==> src/rtl/router_psum_load_pkg.sv <==
// Shared definitions for the psum load and psum write-back routers.
// Holds the FSM encoding and the default GLB psum layout used by both routers.
package router_psum_load_pkg;

    typedef enum logic [2:0] {
        IDLE     = 3'b000,
        READ_GLB = 3'b001,
        DRAIN    = 3'b010,
        PRESENT  = 3'b011
    } psum_ld_state_e;

    localparam int PSUM_DATA_BITWIDTH     = 16;
    localparam int PSUM_ADDR_BITWIDTH_GLB = 10;
    localparam int PSUM_X_DIM             = 5;
    localparam int PSUM_READ_ADDR_DEF     = 0;

endpackage

==> src/rtl/router_psum_load.sv <==
// Psum load router: reads X_dim psums of one row from the GLB psum region,
// packs them into one wide word and hands it to the PE cluster spads.
// Ports:
//   clk, reset            - clock, synchronous active-high reset
//   load_psum_ctrl        - start request, sampled only in IDLE
//   r_data_glb_psum       - GLB read data (1-cycle read latency)
//   r_addr_glb_psum       - GLB read address
//   read_en_glb_psum      - GLB read enable
//   w_data_spad_psum      - packed psums, slot k at [k*DATA_BITWIDTH +: DATA_BITWIDTH]
//   psum_load_valid       - packed word valid
//   psum_load_ack         - PE cluster accepted the word
//   busy                  - high whenever the FSM is not IDLE
module router_psum_load
    import router_psum_load_pkg::*;
#(
    parameter int DATA_BITWIDTH     = PSUM_DATA_BITWIDTH,
    parameter int ADDR_BITWIDTH_GLB = PSUM_ADDR_BITWIDTH_GLB,
    parameter int X_dim             = PSUM_X_DIM,
    parameter int Y_dim             = 3,
    parameter int NUM_ITER          = 3,
    parameter int PSUM_READ_ADDR    = PSUM_READ_ADDR_DEF
) (
    input  logic                               clk,
    input  logic                               reset,
    input  logic                               load_psum_ctrl,
    input  logic [DATA_BITWIDTH-1:0]           r_data_glb_psum,
    output logic [ADDR_BITWIDTH_GLB-1:0]       r_addr_glb_psum,
    output logic                               read_en_glb_psum,
    output logic [DATA_BITWIDTH*X_dim-1:0]     w_data_spad_psum,
    output logic                               psum_load_valid,
    input  logic                               psum_load_ack,
    output logic                               busy
);

    localparam int CW = $clog2(X_dim) + 1;
    localparam int IW = $clog2(NUM_ITER) + 1;
    localparam int AW = ADDR_BITWIDTH_GLB;
    localparam int PW = DATA_BITWIDTH * X_dim;

    if (X_dim < 1 || Y_dim < 1 || NUM_ITER < 1) begin : g_bad_param
        $error("router_psum_load: dimensions must be positive");
    end

    psum_ld_state_e          r_state, w_state_nxt;
    logic                    r_read_en, w_read_en_nxt;
    logic [AW-1:0]           r_addr, w_addr_nxt;
    logic [CW-1:0]           r_issue_cnt, w_issue_cnt_nxt;
    logic [CW-1:0]           r_cap_cnt, w_cap_cnt_nxt;
    logic                    r_cap_en;
    logic [IW-1:0]           r_iter, w_iter_nxt;
    logic                    r_valid, w_valid_nxt;
    logic                    r_busy;
    logic [PW-1:0]           r_data_out, w_data_out_nxt;
    logic [DATA_BITWIDTH-1:0] r_buf [X_dim];
    logic [PW-1:0]           w_packed;
    logic [AW-1:0]           w_base;

    // Row base wraps silently inside the GLB address space.
    assign w_base = AW'(PSUM_READ_ADDR + int'(r_iter) * X_dim);

    // Packed view of the buffer with the in-flight word merged in, so
    // DRAIN can publish the row in the same edge it captures the last psum.
    always_comb begin
        w_packed = '0;
        for (int k = 0; k < X_dim; k++) begin
            w_packed[k*DATA_BITWIDTH +: DATA_BITWIDTH] =
                (r_cap_en && r_cap_cnt == CW'(k)) ? r_data_glb_psum : r_buf[k];
        end
    end

    always_comb begin
        w_state_nxt     = r_state;
        w_read_en_nxt   = r_read_en;
        w_addr_nxt      = r_addr;
        w_issue_cnt_nxt = r_issue_cnt;
        w_cap_cnt_nxt   = r_cap_en ? r_cap_cnt + CW'(1) : r_cap_cnt;
        w_iter_nxt      = r_iter;
        w_valid_nxt     = r_valid;
        w_data_out_nxt  = r_data_out;
        unique case (r_state)
            IDLE: begin
                w_read_en_nxt = 1'b0;
                if (load_psum_ctrl) begin
                    w_state_nxt     = READ_GLB;
                    w_read_en_nxt   = 1'b1;
                    w_addr_nxt      = w_base;
                    w_issue_cnt_nxt = CW'(1);
                    w_cap_cnt_nxt   = '0;
                end
            end
            READ_GLB: begin
                if (r_issue_cnt == CW'(X_dim)) begin
                    w_read_en_nxt = 1'b0;
                    w_state_nxt   = DRAIN;
                end else begin
                    w_addr_nxt      = r_addr + AW'(1);
                    w_issue_cnt_nxt = r_issue_cnt + CW'(1);
                end
            end
            DRAIN: begin
                w_data_out_nxt = w_packed;
                w_valid_nxt    = 1'b1;
                w_state_nxt    = PRESENT;
            end
            PRESENT: begin
                if (psum_load_ack) begin
                    w_valid_nxt = 1'b0;
                    w_iter_nxt  = (r_iter == IW'(NUM_ITER - 1)) ?
                                  '0 : r_iter + IW'(1);
                    w_state_nxt = IDLE;
                end
            end
            default: begin
                w_state_nxt   = IDLE;
                w_read_en_nxt = 1'b0;
                w_valid_nxt   = 1'b0;
            end
        endcase
    end

    always_ff @(posedge clk) begin
        if (reset) begin
            r_state     <= IDLE;
            r_read_en   <= 1'b0;
            r_addr      <= AW'(PSUM_READ_ADDR);
            r_issue_cnt <= '0;
            r_cap_cnt   <= '0;
            r_cap_en    <= 1'b0;
            r_iter      <= '0;
            r_valid     <= 1'b0;
            r_busy      <= 1'b0;
            r_data_out  <= '0;
        end else begin
            r_state     <= w_state_nxt;
            r_read_en   <= w_read_en_nxt;
            r_addr      <= w_addr_nxt;
            r_issue_cnt <= w_issue_cnt_nxt;
            r_cap_cnt   <= w_cap_cnt_nxt;
            // Read data lags the enable by one cycle.
            r_cap_en    <= r_read_en;
            r_iter      <= w_iter_nxt;
            r_valid     <= w_valid_nxt;
            r_busy      <= (w_state_nxt != IDLE);
            r_data_out  <= w_data_out_nxt;
        end
    end

    always_ff @(posedge clk) begin
        if (reset) begin
            for (int k = 0; k < X_dim; k++) r_buf[k] <= '0;
        end else begin
            for (int k = 0; k < X_dim; k++) begin
                if (r_cap_en && r_cap_cnt == CW'(k))
                    r_buf[k] <= r_data_glb_psum;
            end
        end
    end

    assign r_addr_glb_psum  = r_addr;
    assign read_en_glb_psum = r_read_en;
    assign w_data_spad_psum = r_data_out;
    assign psum_load_valid  = r_valid;
    assign busy             = r_busy;

endmodule

==> config.mk <==
export PLATFORM = sky130hd
export DESIGN_NAME = router_psum_load
export DESIGN_NICKNAME = d
export VERILOG_FILES = /design/src/rtl/router_psum_load_pkg.sv /design/src/rtl/router_psum_load.sv
export SDC_FILE = /design/constraint.sdc
export NUM_CORES = 1
export LEC_CHECK = 0
export ABC_AREA = 1
export ABC_CLOCK_PERIOD_IN_PS = 3800
export CELL_PAD_IN_SITES_DETAIL_PLACEMENT = 1
export CELL_PAD_IN_SITES_GLOBAL_PLACEMENT = 1
export CORE_UTILIZATION = 42
export DETAILED_ROUTE_END_ITERATION = 8
export PLACE_DENSITY_LB_ADDON = 0.1
export SETUP_SLACK_MARGIN = 0.1
export SLEW_MARGIN = 20
export SYNTH_ARGS = -nofsm -noshare
export SYNTH_HDL_FRONTEND = slang
export SYNTH_SLANG_ARGS = --single-unit
==> constraint.sdc <==
create_clock -name clk -period 3.8 [get_ports clk]
set_clock_uncertainty 0.2 [all_clocks]
set_input_delay 0.76 -clock clk [delete_from_list [all_inputs] [get_ports clk]]
set_output_delay 0.76 -clock clk [all_outputs]
set_load 0.05 [all_outputs]
* Word-level counts from Yosys, hierarchy flattened *
Memories as Yosys holds them, arrays and structs flattened. A register that Yosys moved wholly into a read port is not among the register bits.
Index checks and enable logic that the tools add are counted.

cells by class
  $add $sub $neg = 4
  multiply operators = 1
  div/mod/pow operators = 0
  order comparisons = 0
  eq/ne operators = 13
  shift operators = 0
  mux-type cells = 41
  bitwise gates (word level) = 7
  reductions and logical operators = 15

operators with widths
  kind                   count
  $mux 16                5
  $mux 1                 20
  $mux 10                2
  $mux 4                 5
  $pmux 10 s2            1
  $mux 3                 4
  $pmux 3 s4             1
  $add 10x1->10 const B  1
  $eq 3x2->1 const B     3
  $add 4x1->4 const B    2
  $eq 4x2->1 const B     2
  $eq 4x3->1 const B     2
  $ne 2x2->1 const B     4
  $pmux 4 s2             1
  $mul 3x3->6 const B    1
  $pmux 1 s3             2
  $reduce_and 2->1       3
  $logic_and 1x1->1      5
  $or 1x1->1             5
  $eq 4x1->1 const B     1
  $logic_not 4->1        1
  $reduce_or 2->1        2
  $add 3x1->3 const B    1
  $eq 3x1->1 const B     1
  5 further kinds        6

storage, ports and cells
  bits in registers = 28
  latch bits = 0
  memory bits (writable) = 80
  bits in read-only memories = 0
  input bits = 20
  output and inout bits = 93
  logic and storage cells = 91
  memories = 1

memories
  name   words  bits a word  read ports  clocked after memory_dff  wr ports  line                    text
  r_buf  5      16           5           5                         5         router_psum_load.sv:54  logic [DATA_BITWIDTH-1:0] r_buf [X_dim];

* Logic depth before layout (Yosys ltp) *
  depth after elaboration = 6
  gate-level depth with buffers = 10
  depth with buffers taken out = 9

* Worst setup path after synthesis *
OpenSTA, ideal clock, no wires.

  path kind = register to register
  start = reg r_addr[0] (netlist: r_addr_glb_psum[0])
  end = reg r_addr[6] (netlist: r_addr_glb_psum[6])
  library setup time = 0.117 ns
  data arrival time = 1.576 ns
  required time = 3.483 ns
  path slack = 1.907 ns
  cell stages (with the launch flop) = 9
  buffers on the path = 0
  period minus slack after synthesis = 1.893 ns
  cell sequence = dfxtp_1 -> ha_1 -> nand2_1 -> nor2_1 -> nand2_1 -> nor2_1 -> nand3_1 -> nand2_1 -> nor2_1

on the way
  cells in the longest elaborated chain, start to end = 3

ends and longest elaborated chain
  what                      line                     text
  start: declaration        router_psum_load.sv:46   logic [AW-1:0] r_addr, w_addr_nxt;
  start signal: assignment  router_psum_load.sv:125  r_addr <= AW'(PSUM_READ_ADDR);
  start signal: assignment  router_psum_load.sv:136  r_addr <= w_addr_nxt;
  $add 10x1->10             router_psum_load.sv:96   w_addr_nxt = r_addr + AW'(1);
  $mux 10                   router_psum_load.sv:92   if (r_issue_cnt == CW'(X_dim)) begin
  $pmux 10 s2               router_psum_load.sv:80   unique case (r_state)

No other way between the ends. The select of a mux whose other input is x is not followed.
A chain may end at the register's enable or synchronous reset.

* Final worst setup path *
  start = reg r_addr[0] (netlist: r_addr_glb_psum[0])
  end = out r_addr_glb_psum[0]

RTL lines
  what              line                    text
  end: declaration  router_psum_load.sv:27  output logic [ADDR_BITWIDTH_GLB-1:0] r_addr_glb_psum,

No word-level cell between the ends.

==> reports/results.ini <==
[status]
status = finished clean

[grt]
antenna_found_initial = 0
grt_first_pass_wirelength_um = 31900
grt_use_total_pct = 22.8
grt_max_degree = 91
grt-ovfl-total = 0
grt_pass1_vias = 6215

[layout]
seq_area_sq_um = 3760
final_layout_size_suffix_gt1_share_pct = 5.92
area_growth_pct = 24.5
nets = 1047
fin_cells = 1250
n_fill_cell = 2073
multi_input_area_sq_um = 2880
n_antenna_cell = 0

[setup_path]
ff2ff_setup_slack_ns = 1.71
critPathTopFamily = buffers and inverters
reg2regPathDepth = 9
worstSetupPathType = flop to primary output
worst-path-buf-inv = 1
crit_cells = 1
endpoint_kind = primary output
cp.required_ns = 2.84
cpPeakStageDelay_ns = 0.86
arrival_ns = 1.76
cp-start-kind = flop
r2r-end = w_data_spad_psum[7]
crit_slowest_cell = clkdlybuf4s50_1
reg2reg_from = r_cap_cnt[0]
path_max_fanout = 7
crit_chain = clkdlybuf4s50_1

[cts]
clk_pin_slew_ns = 0.07
htreeDepth = 4
post_cts_buffers = 0
cts_root_buffer = clkbuf_16
cts_tree = done
ctsResizeCount = 0
insertion_delay_ns = 0.43
numCtsBuffers = 17
cts.hold.buffers_added = 0
clock_path_buffers = 2
cts_sinks = 188

[floorplanning]
dieHeight_um = 134
rows = 47
io_pins = 113
initial_core_util_pct = 43.6
die_w_um = 134
core_sq_um = 16800
dieArea_sq_um = 18000

[timing]
fin_crit_sh_pct = 71.6
hold_viol_final = 0
worst_pin_slew_ns = 0.740
report.final.slew_viol_count = 0
rsz0062_at_grt = no
max_freq_mhz = 368
totalNegativeSetupSlack_ns = 0
relSlewSlack_pct = 50.5
setup-violations-final = 0
fin_crit_ns = 2.72
hold_ws_ns = 0.247
fin_ws_ns = 1.08

[pwr]
p_leak_nw = 4.31
power_density_nw_per_um2 = 444
peakVddDrop_v = 0.000319
power_mw = 4.05

[route]
vias = 6138
dr.first_iter.drc_count = 286
vias_per_cell = 4.91
wire_per_inst_um = 15.9
antenna_left = 0
wirelength_um = 19800
drtPass1Iterations = 4
drc_errors = 0

[placed_design]
hpwl_um = 12900
place_congestion = 0.787
portBuffers = 112
dp.cells = 1218
place_worst_setup_slack_ns = 0.986

[yosys]
synth.distinct_cells = 33
syn_area_per_cell_sq_um = 7.95
ys.warnings.count = 0
synth_nets = 953
synth_area_sq_um = 7340
synth-seq-area-share_pct = 51.3
synth-seq-cells = 188
netlist_instances = 923

[worst_hold_path]
holdCritStartpoint = r_buf[0][0]
hold_end = r_buf[0][0]
hold_path_class = flop to flop
whs_path_depth = 2

[job]
drv_cap = 0

==> metrics by stage <==
step,utilization (%),area [sq um]
final,54.3,9140
after detailed placement,50.6,8520
after global routing,54.3,9140
after floorplan,-,7340
after CTS,54.3,9140
after global placement,50.6,8520
==> final cells by class <==
type	count	area share (%)
Sequential cell	188	41.2
Multi-Input combinational cell	584	31.6
Timing Repair Buffer	117	13.0
Clock buffer	17	4.66
Inverter	109	4.49
Tap cell	220	3.01
Clock inverter	15	2.14
==> per-layer routing <==
layer / wire [um] / GRT usage, %
met3: 535 / 3.33
met1: 9580 / 29.7
met4: 282 / 6.99
met5: 0 / 0
met2: 9450 / 38.7
==> sequential cells by signal, indices dropped and copies added (netlist names) <==
signal            count
read_en_glb_psum      1
r_cap_cnt             4
r_cap_en              1
r_iter                3
r_state               3
r_issue_cnt           4
r_buf                80
w_data_spad_psum     80
psum_load_valid       1
busy                  1
r_addr_glb_psum      10
==> logic make-up (layout without fill, tap and decap cells) <==
| family | Yosys count | after routing | share of synthesized area, % |
|---|---|---|---|
| AO/OA/AOI/OAI | 159 | 159 | 13.7 |
| other | 1 | 1 | 0.0511 |
| flip-flops | 188 | 188 | 51.3 |
| XOR/XNOR | 5 | 5 | 0.597 |
| adder cells (fa/ha/maj) | 10 | 10 | 1.71 |
| AND/OR/NAND/NOR | 409 | 409 | 23.2 |
| buffers and inverters | 151 | 258 | 9.45 |
==> power breakdown <==
part,switching (mW),internal (mW)
logic,0.116,0.0493
clock network,0.789,1.10
registers,0.0150,1.98
==> cells in the final DEF, fill, tap and decap left out, types with 2 or more instances in the layout <==
master,instances
nor2_1,37
clkinv_2,6
o21ai_0,56
o21ai_1,6
nand4_1,2
a21oi_1,12
inv_6,2
inv_1,100
buf_12,2
clkbuf_16,17
a211oi_1,2
clkinv_4,2
buf_4,3
nor2_4,4
xnor2_1,3
bufinv_16,4
ha_1,10
clkdlybuf4s50_1,112
inv_2,8
nor2_2,3
clkinvlp_4,2
nor3_1,3
dfxtp_1,188
nand3_1,63
xor2_1,2
nand2_2,7
o21bai_1,50
o21a_1,32
nand2_1,286
==> worst max-delay path by stage <==
stage,start,to
floorplan,r_addr_glb_psum[0],r_addr_glb_psum[6]
global placement,reset,w_data_spad_psum[75]
detailed placement,reset,r_cap_cnt[1]
CTS,r_addr_glb_psum[0],r_addr_glb_psum[0]
global route,r_addr_glb_psum[2],r_addr_glb_psum[2]
finish,r_addr_glb_psum[0],r_addr_glb_psum[0]
==> Yosys cell counts <==
library cell / count / area, sq um
o22ai_1: 1 / 6.26
buf_1: 1 / 3.75
nand2_2: 6 / 37.5
clkbuf_8: 2 / 27.5
ha_1: 10 / 125
inv_2: 8 / 30.0
buf_2: 9 / 45.0
conb_1: 1 / 3.75
a21oi_1: 12 / 60.1
nor2_1: 37 / 139
buf_4: 8 / 60.1
nor2_2: 3 / 18.8
nand3b_1: 1 / 7.51
nand2_1: 287 / 1080
inv_1: 101 / 379
xor2_1: 2 / 17.5
clkbuf_1: 13 / 48.8
a211oi_1: 2 / 15.0
buf_6: 8 / 90.1
and3_1: 1 / 6.26
o21bai_1: 50 / 375
nand4_4: 1 / 21.3
o21a_1: 32 / 240
o21ai_1: 6 / 30.0
and2_1: 1 / 6.26
nor3_1: 3 / 15.0
dfxtp_1: 188 / 3760
nand3_1: 63 / 315
nor2_4: 4 / 45.0
dlygate4sd1_1: 1 / 8.76
o21ai_0: 56 / 280
nand4_1: 2 / 12.5
xnor2_1: 3 / 26.3
(Power assumes the default switching activity.)
